File: config.mk
export PLATFORM = sky130hd
export DESIGN_NAME = rx_tx_buffer_arbiter_flat
export DESIGN_NICKNAME = d
export VERILOG_FILES = /design/src/rtl/rx_tx_buffer_arbiter_if.sv /design/src/rtl/rx_tx_buffer_arbiter.sv /design/src/flat_wrapper.sv
export SDC_FILE = /design/constraint.sdc
export NUM_CORES = 1
export LEC_CHECK = 0
export BUFFER_PORTS_ARGS = -buffer_cell sky130_fd_sc_hd__buf_4
export CORE_MARGIN = 2
export CORE_UTILIZATION = 50
export DETAILED_ROUTE_END_ITERATION = 10
export PLACE_DENSITY = 0.84
export SLEW_MARGIN = 25
export SYNTH_ARGS = -nofsm -noshare
export SYNTH_HDL_FRONTEND = slang
export SYNTH_SLANG_ARGS = --single-unit
File: constraint.sdc
create_clock -name clk -period 2.7 [get_ports clk]
set_clock_uncertainty 0.15 [all_clocks]
set_input_delay 0.405 -clock clk [delete_from_list [all_inputs] [get_ports clk]]
set_output_delay 0.405 -clock clk [all_outputs]
set_load 0.02 [all_outputs]
File: src/rtl/rx_tx_buffer_arbiter_if.sv
// Bundle of requester handshakes, status outputs and RAM port for rx_tx_buffer_arbiter.
// master = requesters/RAM side, slave = the arbiter.
interface rx_tx_buffer_arbiter_if #(
  parameter int ADDR_W = 6
);
  logic              clear;
  logic              store_rx_packet_data;
  logic [7:0]        rx_packet_data;
  logic              get_tx_packet_data;
  logic              store_tx_data;
  logic [7:0]        tx_data;
  logic              get_rx_data;
  logic              rx_store_ack;
  logic              tx_get_ack;
  logic              ahb_store_ack;
  logic              ahb_get_ack;
  logic [7:0]        tx_packet_data;
  logic [7:0]        rx_data;
  logic [ADDR_W:0]   buffer_occupancy;
  logic              overflow;
  logic              underflow;
  logic              mem_en;
  logic              mem_we;
  logic [ADDR_W-1:0] mem_addr;
  logic [7:0]        mem_wdata;
  logic [7:0]        mem_rdata;

  modport master (
    output clear, store_rx_packet_data, rx_packet_data, get_tx_packet_data,
           store_tx_data, tx_data, get_rx_data, mem_rdata,
    input  rx_store_ack, tx_get_ack, ahb_store_ack, ahb_get_ack, tx_packet_data,
           rx_data, buffer_occupancy, overflow, underflow, mem_en, mem_we,
           mem_addr, mem_wdata
  );

  modport slave (
    input  clear, store_rx_packet_data, rx_packet_data, get_tx_packet_data,
           store_tx_data, tx_data, get_rx_data, mem_rdata,
    output rx_store_ack, tx_get_ack, ahb_store_ack, ahb_get_ack, tx_packet_data,
           rx_data, buffer_occupancy, overflow, underflow, mem_en, mem_we,
           mem_addr, mem_wdata
  );
endinterface

File: src/rtl/rx_tx_buffer_arbiter.sv
// One-access-per-cycle arbiter and FIFO sequencer for the shared 64-byte endpoint buffer RAM.
// Optional: define BUF_ERR_EN to build the sticky overflow/underflow flags.
module rx_tx_buffer_arbiter #(
  parameter int DEPTH        = 64,
  parameter int ADDR_W       = $clog2(DEPTH),
  parameter int STARVE_LIMIT = 4
) (
  input logic                   clk,
  input logic                   n_rst,
  rx_tx_buffer_arbiter_if.slave bus
);

  typedef enum logic [1:0] {TAG_NONE, TAG_TX, TAG_AHB} tag_t;
  typedef enum logic [2:0] {GNT_NONE, GNT_RX_STORE, GNT_TX_GET, GNT_AHB_STORE, GNT_AHB_GET} grant_t;

  localparam logic [2:0]      STARVE_LIM = 3'(STARVE_LIMIT);
  localparam logic [ADDR_W:0] PTR_ONE    = {{ADDR_W{1'b0}}, 1'b1};

  logic [ADDR_W:0] wptr, rptr, wptr_next, rptr_next;
  logic [2:0]      starve, starve_next;
  logic            ahb_turn;
  tag_t            tag, tag_next;
  logic [7:0]      tx_q, rx_q;
  grant_t          grant;
  logic            ahb_req, ahb_pick_store, ahb_ack;
  logic            full, empty, is_write, is_read, do_write, do_read;

  assign empty = (wptr == rptr);
  assign full  = (wptr[ADDR_W-1:0] == rptr[ADDR_W-1:0]) && (wptr[ADDR_W] != rptr[ADDR_W]);

  // Once an AHB request has waited STARVE_LIMIT cycles it jumps ahead of the USB side.
  always_comb begin
    grant          = GNT_NONE;
    ahb_req        = bus.store_tx_data | bus.get_rx_data;
    ahb_pick_store = bus.store_tx_data & (~bus.get_rx_data | ahb_turn);
    if (n_rst && !bus.clear) begin
      if (ahb_req && (starve >= STARVE_LIM))
        grant = ahb_pick_store ? GNT_AHB_STORE : GNT_AHB_GET;
      else if (bus.store_rx_packet_data)
        grant = GNT_RX_STORE;
      else if (bus.get_tx_packet_data)
        grant = GNT_TX_GET;
      else if (ahb_req)
        grant = ahb_pick_store ? GNT_AHB_STORE : GNT_AHB_GET;
    end
  end

  always_comb begin
    is_write = (grant == GNT_RX_STORE) || (grant == GNT_AHB_STORE);
    is_read  = (grant == GNT_TX_GET)   || (grant == GNT_AHB_GET);
    ahb_ack  = (grant == GNT_AHB_STORE) || (grant == GNT_AHB_GET);
    do_write = is_write && !full;
    do_read  = is_read && !empty;

    bus.rx_store_ack  = (grant == GNT_RX_STORE);
    bus.tx_get_ack    = (grant == GNT_TX_GET);
    bus.ahb_store_ack = (grant == GNT_AHB_STORE);
    bus.ahb_get_ack   = (grant == GNT_AHB_GET);

    bus.mem_en    = do_write | do_read;
    bus.mem_we    = do_write;
    bus.mem_addr  = '0;
    bus.mem_wdata = '0;
    if (do_write) begin
      bus.mem_addr  = wptr[ADDR_W-1:0];
      bus.mem_wdata = (grant == GNT_RX_STORE) ? bus.rx_packet_data : bus.tx_data;
    end else if (do_read) begin
      bus.mem_addr = rptr[ADDR_W-1:0];
    end

    wptr_next = wptr;
    rptr_next = rptr;
    tag_next  = TAG_NONE;
    if (bus.clear) begin
      wptr_next = '0;
      rptr_next = '0;
    end else begin
      if (do_write) wptr_next = wptr + PTR_ONE;
      if (do_read) begin
        rptr_next = rptr + PTR_ONE;
        tag_next  = (grant == GNT_TX_GET) ? TAG_TX : TAG_AHB;
      end
    end

    starve_next = starve;
    if (bus.clear || !ahb_req || ahb_ack)
      starve_next = '0;
    else if (starve != 3'd7)
      starve_next = starve + 3'd1;
  end

  // The RAM answers one cycle after the read strobe, so the tag steers that late byte.
  // An empty read lands after any older capture so the requester sees 0x00.
  always_ff @(posedge clk or negedge n_rst) begin
    if (!n_rst) begin
      wptr     <= '0;
      rptr     <= '0;
      starve   <= '0;
      ahb_turn <= 1'b0;
      tag      <= TAG_NONE;
      tx_q     <= 8'h00;
      rx_q     <= 8'h00;
    end else begin
      wptr   <= wptr_next;
      rptr   <= rptr_next;
      starve <= starve_next;
      tag    <= tag_next;
      if (ahb_ack) ahb_turn <= ~ahb_turn;
      case (tag)
        TAG_TX:  tx_q <= bus.mem_rdata;
        TAG_AHB: rx_q <= bus.mem_rdata;
        default: ;
      endcase
      if ((grant == GNT_TX_GET) && empty)  tx_q <= 8'h00;
      if ((grant == GNT_AHB_GET) && empty) rx_q <= 8'h00;
    end
  end

  assign bus.tx_packet_data   = tx_q;
  assign bus.rx_data          = rx_q;
  assign bus.buffer_occupancy = wptr - rptr;

`ifdef BUF_ERR_EN
  logic overflow_q, underflow_q;

  always_ff @(posedge clk or negedge n_rst) begin
    if (!n_rst) begin
      overflow_q  <= 1'b0;
      underflow_q <= 1'b0;
    end else if (bus.clear) begin
      overflow_q  <= 1'b0;
      underflow_q <= 1'b0;
    end else begin
      if (is_write && full) overflow_q  <= 1'b1;
      if (is_read && empty) underflow_q <= 1'b1;
    end
  end

  assign bus.overflow  = overflow_q;
  assign bus.underflow = underflow_q;
`else
  assign bus.overflow  = 1'b0;
  assign bus.underflow = 1'b0;
`endif

endmodule
File: src/flat_wrapper.sv
// flat-port wrapper written by rule: the top's interface ports become plain ports
module rx_tx_buffer_arbiter_flat 
#(
  parameter int DEPTH        = 64,
  parameter int ADDR_W       = $clog2(DEPTH),
  parameter int STARVE_LIMIT = 4
)
  (clk, n_rst, bus_clear, bus_store_rx_packet_data, bus_rx_packet_data, bus_get_tx_packet_data, bus_store_tx_data, bus_tx_data, bus_get_rx_data, bus_mem_rdata, bus_rx_store_ack, bus_tx_get_ack, bus_ahb_store_ack, bus_ahb_get_ack, bus_tx_packet_data, bus_rx_data, bus_buffer_occupancy, bus_overflow, bus_underflow, bus_mem_en, bus_mem_we, bus_mem_addr, bus_mem_wdata);
  rx_tx_buffer_arbiter_if #(.ADDR_W(ADDR_W)) bus_i ();
  input logic clk;
  input logic n_rst;
  input wire logic [$bits(bus_i.clear)-1:0] bus_clear;
  input wire logic [$bits(bus_i.store_rx_packet_data)-1:0] bus_store_rx_packet_data;
  input wire logic [$bits(bus_i.rx_packet_data)-1:0] bus_rx_packet_data;
  input wire logic [$bits(bus_i.get_tx_packet_data)-1:0] bus_get_tx_packet_data;
  input wire logic [$bits(bus_i.store_tx_data)-1:0] bus_store_tx_data;
  input wire logic [$bits(bus_i.tx_data)-1:0] bus_tx_data;
  input wire logic [$bits(bus_i.get_rx_data)-1:0] bus_get_rx_data;
  input wire logic [$bits(bus_i.mem_rdata)-1:0] bus_mem_rdata;
  output wire logic [$bits(bus_i.rx_store_ack)-1:0] bus_rx_store_ack;
  output wire logic [$bits(bus_i.tx_get_ack)-1:0] bus_tx_get_ack;
  output wire logic [$bits(bus_i.ahb_store_ack)-1:0] bus_ahb_store_ack;
  output wire logic [$bits(bus_i.ahb_get_ack)-1:0] bus_ahb_get_ack;
  output wire logic [$bits(bus_i.tx_packet_data)-1:0] bus_tx_packet_data;
  output wire logic [$bits(bus_i.rx_data)-1:0] bus_rx_data;
  output wire logic [$bits(bus_i.buffer_occupancy)-1:0] bus_buffer_occupancy;
  output wire logic [$bits(bus_i.overflow)-1:0] bus_overflow;
  output wire logic [$bits(bus_i.underflow)-1:0] bus_underflow;
  output wire logic [$bits(bus_i.mem_en)-1:0] bus_mem_en;
  output wire logic [$bits(bus_i.mem_we)-1:0] bus_mem_we;
  output wire logic [$bits(bus_i.mem_addr)-1:0] bus_mem_addr;
  output wire logic [$bits(bus_i.mem_wdata)-1:0] bus_mem_wdata;
  assign bus_i.clear = bus_clear;
  assign bus_i.store_rx_packet_data = bus_store_rx_packet_data;
  assign bus_i.rx_packet_data = bus_rx_packet_data;
  assign bus_i.get_tx_packet_data = bus_get_tx_packet_data;
  assign bus_i.store_tx_data = bus_store_tx_data;
  assign bus_i.tx_data = bus_tx_data;
  assign bus_i.get_rx_data = bus_get_rx_data;
  assign bus_i.mem_rdata = bus_mem_rdata;
  assign bus_rx_store_ack = bus_i.rx_store_ack;
  assign bus_tx_get_ack = bus_i.tx_get_ack;
  assign bus_ahb_store_ack = bus_i.ahb_store_ack;
  assign bus_ahb_get_ack = bus_i.ahb_get_ack;
  assign bus_tx_packet_data = bus_i.tx_packet_data;
  assign bus_rx_data = bus_i.rx_data;
  assign bus_buffer_occupancy = bus_i.buffer_occupancy;
  assign bus_overflow = bus_i.overflow;
  assign bus_underflow = bus_i.underflow;
  assign bus_mem_en = bus_i.mem_en;
  assign bus_mem_we = bus_i.mem_we;
  assign bus_mem_addr = bus_i.mem_addr;
  assign bus_mem_wdata = bus_i.mem_wdata;
  rx_tx_buffer_arbiter #(.DEPTH(DEPTH), .ADDR_W(ADDR_W), .STARVE_LIMIT(STARVE_LIMIT)) u_core (.clk(clk), .n_rst(n_rst), .bus(bus_i));
endmodule
==> flow_results.org, run 1 <==
** Global routing
- Residual overflow from global routing :: 0
- Via count of the first global-routing pass :: 2158
- Global routing used 24.8% of the available tracks across all layers.
- Maximum number of pins on one net before global-route repair :: 37
- First-pass GRT wire length :: 9980 um
- Initial antenna violation count :: 0

** Finish
- The layout has 281 filler cells.
- Area occupied by multi-input gates :: 1350 um2
- The post-route netlist has 46.0% of its cells at a drive strength greater than 1.
- After routing the design area is 3360 um2.
- Ant. Diodes :: 0
- The area growth from synthesis to layout is 51.6%.
- The final layout contains 378 nets.
- Area of all sequential standard cells :: 906 um2

** Pwr
- Worst IR Drop VDD :: 0.000409 V
- Total chip power :: 1640 uW
- Total leakage power :: 0.00179 uW
- Power spread over the standard cell area amounts to 486 nW/um2.

** CTS
- The longest clock path from root to sink contains 2 buffers.
- CTS built an H-tree with a depth of 2.
- Clock insertion delay at the later pin of the skew report :: 290 ps
- TritonCTS clock tree :: done
- In this run, post-CTS hold repair placed 0 buffers.
- After clock tree synthesis, the clock-pin slew on the worst setup and hold paths is 80 ps.
- Number of buffers created by CTS :: 5
- Total clock sinks :: 36
- Root cell of the clock tree :: clkbuf_8

** Placed design
- Worst slack at placement :: 88.2 ps
- Placed wire-length estimate :: 4400 um
- Cell area after placement :: 2910 um2
- Total of buffers placed on input and output ports :: 73
- Final estimated routing congestion in global placement :: 0.799

** Yosys
- For this run, the register share of the synthesized area comes to 40.6%.
- The largest total area in the synthesized netlist belongs to dfrtp_1.
- Dominant cells by area after synthesis :: dfrtp_1 41%, mux2i_1 11%, ha_1 5.6%
- The synthesized design contains 0 enable-type register cells.
- Dividing the synthesized area by the synthesized cell count gives 9.65 um2.
- Area share of the largest cell type after synthesis :: 40.6%
- Synthesis handed over a netlist of 230 instances.
- During synthesis, Yosys emitted a total of 0 warnings.
- Async set-reset flop share out of synthesis :: 100%
- Synth Register Bits :: 36
- Number of distinct standard cells referenced by the synthesized netlist :: 43
- Top_reg_cell synth :: dfrtp_1
- In the post-synthesis netlist, the cell with the most instances is dfrtp_1.
- Combined area of all synthesized cells :: 2220 um2
- By count the netlist is led by 36 x dfrtp_1, 28 x nor2_1, 24 x mux2i_1, 19 x inv_1.

** Floorplan
- Die width :: 70.6 um
- Initial core utilization :: 51.3%
- Die Height :: 70.6 um
- Core Box Area :: 4320 um2
- For this design the top-level I/O count stands at 76.
- The floorplan step defined a die boundary enclosing 4990 um2.
- Row count :: 24

** Route
- DR vias/cell :: 5.76
- Once detail routing completed, the nets flagged for antenna violations numbered 0.
- For this run, the detailed router's first-pass iteration total came to 4.
- For this block, the via count after detailed routing is 2241.
- Wires add up to 6700 um.
- In the final routed layout, each cell accounts on average for 17.2 um.
- DRT iter0 DRCs :: 167
- DRC Markers :: 0

** Timing
- On the final layout, the worst hold slack is 1.53 ps.
- The count of endpoints failing hold in the final timing report came to 0.
- Derived from the worst setup path, the maximum achievable clock frequency is 369 MHz.
- At the pin with the least slew margin, the transition time is 553 ps.
- Adding up every negative setup slack in the final design gives -8.16 ps.
- Setup repair after global routing missed its margin :: true
- The max-slew violation count was 0.
- Counting I/O delays and the setup requirement, the final critical path takes 2710 ps.
- Setup violations remaining at the end of the flow were counted as 1.
- Remaining max-slew budget at the tightest pin :: 63.0%
- Across all setup checks in the final design, the least slack found is -8.16 ps.
- Final period utilization :: 100%

** Critical path
- The slowest stage of the critical path is the dfrtp_2 cell.
- Sum of buffers and inverters on the critical path :: 1
- Crit. End Element :: output pin
- Data arrival at the endpoint of the critical path :: 2150 ps
- Data on the critical path is required at its endpoint by 2140 ps.
- Setup crit start kind :: flip-flop
- Critical path cell sequence :: o21a_1, a311o_1, o31a_1, nor2_4, a22o_1, buf_6
- Along the worst path, the maximum fanout reaches 7.
- Cell class contributing the biggest share of worst-path delay :: compound AO/OA/AOI/OAI gates
- WS Path Type :: reg -> out
- For this run, the slowest stage of the critical path takes 450 ps.

** Worst hold path
- The worst hold path belongs to the class in -> async.

** Status
- The flow ran to the end, but the final reports show violations.
- The final reports fail on negative setup slack.

** Flow run
- Max cap viols :: 0
[flip-flops by register name, indices dropped and copies added (netlist names)]
| name | flops |
|---|---|
| u_core.bus.rx_data | 8 |
| u_core.bus.tx_packet_data | 8 |
| u_core.rptr | 7 |
| u_core.wptr | 7 |
| u_core.starve | 3 |
| u_core.tag | 2 |
| u_core.ahb_turn | 1 |
[final cells by class]
class | instances | share of cell area [%]
multi-input combinational | 166 | 40.2
sequential | 36 | 26.9
timing repair buffer | 108 | 25.5
inverter | 19 | 2.12
clock buffer | 5 | 2.05
tap | 52 | 1.93
clock inverter | 3 | 1.26
[cell families (layout without fill, tap and decap cells)]
family | count (synthesis) | after routing | synth area share, %
xor+xnor | 5 | 5 | 1.97
buf+inv | 29 | 135 | 5.69
fa+ha+maj | 11 | 11 | 6.54
simple gates | 79 | 79 | 17.8
compound gates | 43 | 43 | 15.4
mux | 26 | 26 | 11.8
other cells | 1 | 2 | 0.169
flops | 36 | 36 | 40.6
[worst paths after layout]
check,endpoint,depth (start not counted),slack (ps),start
setup / recovery,bus_mem_addr[5],6,-8,u_core.starve[2]
hold / removal,u_core.rptr[2],2,2,n_rst
setup reg to reg,u_core.rptr[5],9,220,u_core.rptr[1]
hold reg to reg,u_core.bus.tx_packet_data[7],2,380,u_core.bus.tx_packet_data[7]
max in group asynchronous,u_core.starve[2],2,2050,n_rst
min in group clk,u_core.bus.tx_packet_data[7],3,210,bus_mem_rdata[7]
[layer usage]
metal  GRT usage (%)  vias to the layer above  wire length (um)
met3            4.42                       17               423
met1            31.0                     1080              2550
met4            7.76                        0               146
met2            43.9                      101              3580
met5               0                        -                 0
li1                -                     1043                 -
[through the flow]
step,utilization [%],cells
6_report,77.8,389
4_1_cts,72.2,376
2_1_floorplan,-,231
5_1_grt,77.8,389
3_5_place_dp,67.2,362
3_3_place_gp,67.2,362
[what timing repair did]
action / 4_1_cts / 5_1_grt
gates cloned: 0 / 2
gates resized for setup: 12 / 39
setup buffers: 6 / 11
endpoints found under the setup margin: 17 / 18
pin swaps: 4 / 17
[layout by cell type, fill, tap and decap left out, types with 6 or more instances in the layout]
cell type / n
mux2i_1: 24
buf_4: 92
nor3_1: 7
buf_6: 14
inv_2: 6
a22o_1: 6
o221a_2: 6
a21oi_1: 6
nor2_1: 28
ha_4: 6
nand2_1: 9
or4_1: 6
inv_1: 13
dfrtp_1: 32
[worst register-to-register path, delay by kind of cell, from the launching register on]
family                   cells  cell delay [ps]
AO/OA/AOI/OAI                1              190
flip-flops                   1              430
buffers and inverters        3              410
adder cells (fa/ha/maj)      1              200
AND/OR/NAND/NOR              4             1040
[power breakdown]
group / total (uW) / switching [uW] / internal [uW]
Combinational: 504 / 271 / 233
Clock: 480 / 207 / 273
Sequential: 652 / 42.0 / 610
Note: power is estimated with default switching activity, not from simulation.
==> run 2: changes to the inputs <==
Settings changed: TNS_END_PERCENT set to 1.
==> run 2 against run 1 <==
  * Register-to-register slack about the same
  * Die area unchanged
  * Utilization down 0.55 points
  * Setup slack better by 15 ps
  * Count of clock-buffer cells in the layout unchanged
  * Cell area down 0.71%
  * The flow finishes with violations (negative hold slack)
  * Sequential power about the same
  * Worst hold slack worse by 2.3 ps
  * Clock power about the same
  * Fmax up 0.57%
  * Final cell count down 0.51%
  * Largest cell class unchanged
  * Sequential cell count unchanged
==> flow_results.org, run 2 (synthesis results as in run 1) <==
** CTS
- Clock insertion delay at the later pin of the skew report :: 290 ps
- Clock-pin slew was measured on the worst setup and hold paths at 80 ps.
- Clock tree synthesis found a total of 36 sinks.
- Counting the buffers created by CTS gives 5.
- In this run the deepest clock path goes through 2 buffers.
- The clock tree synthesis step divided the H-tree into 2 levels.
- Clock tree synthesis selected as its root buffer the cell clkbuf_8.
- Number of buffers inserted by hold repair at cts :: 0
- TritonCTS clock tree :: done

** Worst hold path
- The min-delay analysis places its worst path in the category in -> async.

** Timing
- At the pin with the least slew margin, the transition time is 550 ps.
- Final period utilization :: 99.7%
- Final setup violation count :: 0
- Hold Vio Cnt, Final :: 4
- Setup repair after global routing could not meet its margin everywhere.
- Static timing analysis puts the maximum clock frequency at 371 MHz.
- Tmin final :: 2690 ps
- The max-slew violation count was 0.
- Headroom to the max-slew limit came out at 63.2%.
- Across all hold checks on the routed design, the worst slack comes to -0.732 ps.

** Finish
- Net count of the finished layout :: 376
- Number of fill cells in the layout :: 285
- The library cell used most frequently in the layout, excluding fill and tap cells, is buf_4.
- Area overhead of the layout relative to synthesis :: 50.5%
- Ant. Diodes :: 0
- Fin area :: 3340 um2
- Highest-count cells in the layout ignoring fill and taps :: 90 x buf_4, 32 x dfrtp_1, 28 x nor2_1
- Of the cells placed in the final design, the portion with a size suffix greater than 1 is 45.4%.

** Critical path
- STA classifies the critical path endpoint as an output pin.
- Maximum fanout count along the critical path :: 7
- Sum of buffers and inverters on the critical path :: 1
- For the worst setup path, the data required time is 2140 ps.
- WS Path Type :: reg -> out
- On the worst path, the slowest cell contributes a delay of 450 ps.
- The slowest stage of the critical path is the dfrtp_2 cell.
- Critical path cell sequence :: o21a_1, a311o_1, o31a_1, nor2_4, a22o_1, buf_6
- In this design, the largest share of critical-path delay is due to compound AO/OA/AOI/OAI gates.
- Data arrival at the endpoint of the critical path :: 2140 ps
- Setup crit start kind :: flip-flop

** Route
- Remaining antenna violation count after routing :: 0
- Detailed routing inserted a total of 2241 vias.
- The final layout contains routed wiring with a total length of 6860 um.
- DR vias/cell :: 5.79
- Routed wire length per instance :: 17.7 um
- After detailed routing, the number of remaining DRC violations is 0.
- The first detailed-routing pass ran for 5 iterations.
- DRT iter0 DRCs :: 187

** Floorplan
- The floorplan has 24 rows.
- Die Height :: 70.6 um
- Die Footprint :: 4990 um2
- Top Ports :: 76
- From left edge to right edge, the die measures 70.6 um.
- Core Box Area :: 4320 um2
- Initial core utilization :: 51.3%

** Placed design
- Once placement finished, the instance area stood at 2910 um2.
- Final estimated routing congestion in global placement :: 0.799
- Placed wire-length estimate :: 4400 um
- Port buffering added 73 buffers.

** Pwr
- In this run the power density over the cells is 486 nW/um2.
- In this run the static leakage power is 0.00177 uW.
- Worst IR Drop VDD :: 0.000408 V

** Global routing
- Global routing used 24.6% of the available tracks.
- Maximum number of pins on one net before global-route repair :: 37
- The total overflow left after global routing is 0.
- Initial antenna violation count :: 0
- The number of global-route vias before repair was 2152.
- First-pass GRT wire length :: 9900 um

** Status
- Failing checks :: negative hold slack
- The flow ran to the end, but the final reports show violations.

** Flow run
- Max cap viols :: 0
==> run 2: cell types whose count changed in the layout (fill, tap and decap cells not counted) <==
cell / change
buf_4: -2
inv_2: -1
o221a_2: +1
inv_1: +1
o221a_4: -1
==> run 2: report_power, final <==
group	switching [uW]	leakage (uW)	internal (uW)
clock	208	0.0000541	273
sequential	43.3	0.000475	610
combinational	268	0.00124	222
total	520	0.00177	1110
==> run 2: repair_timing <==
action / in CTS / in global routing
setup endpoints to repair: 17 / 18
gates resized for setup: 12 / 37
setup buffers: 5 / 10
pin swaps: 4 / 16
cloned: 0 / 2
==> run 2: area by class of cell <==
class                      instances  area, um2  area share (%)
multi-input combinational        166       1340            40.2
timing repair buffer             106        843            25.2
clock inverter                     3       42.5            1.27
inverter                          19       71.3            2.13
tap                               52       65.1            1.95
sequential                        36        906            27.1
clock buffer                       5       68.8            2.06
==> run 2: per-layer routing <==
layer	up-vias	global-route usage, %	wire length [um]
met2	103	43.7	3580
met4	0	7.76	272
met3	34	4.42	407
met1	1066	30.6	2600
li1	1038	-	-
met5	-	0	0
==> run 2: final timing paths <==
check | start | end | slack [ps] | cells after the start
max reg2reg | u_core.rptr[1] | u_core.wptr[6] | 220 | 9
max in group asynchronous | n_rst | u_core.wptr[5] | 2060 | 2
min reg2reg | u_core.ahb_turn | u_core.ahb_turn | 340 | 1
max | u_core.starve[2] | bus_mem_addr[4] | 7 | 6
min in group clk | bus_mem_rdata[7] | u_core.bus.tx_packet_data[7] | 210 | 3
min | n_rst | u_core.rptr[0] | -0.7 | 2
==> run 2: through the flow <==
stage                     TNS (ps)  power, uW  worst slack [ps]  util [%]  instances
after CTS                    -9.59       1590             -9.59      72.0        375
after global placement           0       1100               134      67.2        362
final                            0       1630              7.28      77.3        387
after global routing          -613       1690             -61.2      77.3        387
after floorplan                  0        896               136         -        231
after detailed placement         0       1120              88.2      67.2        362
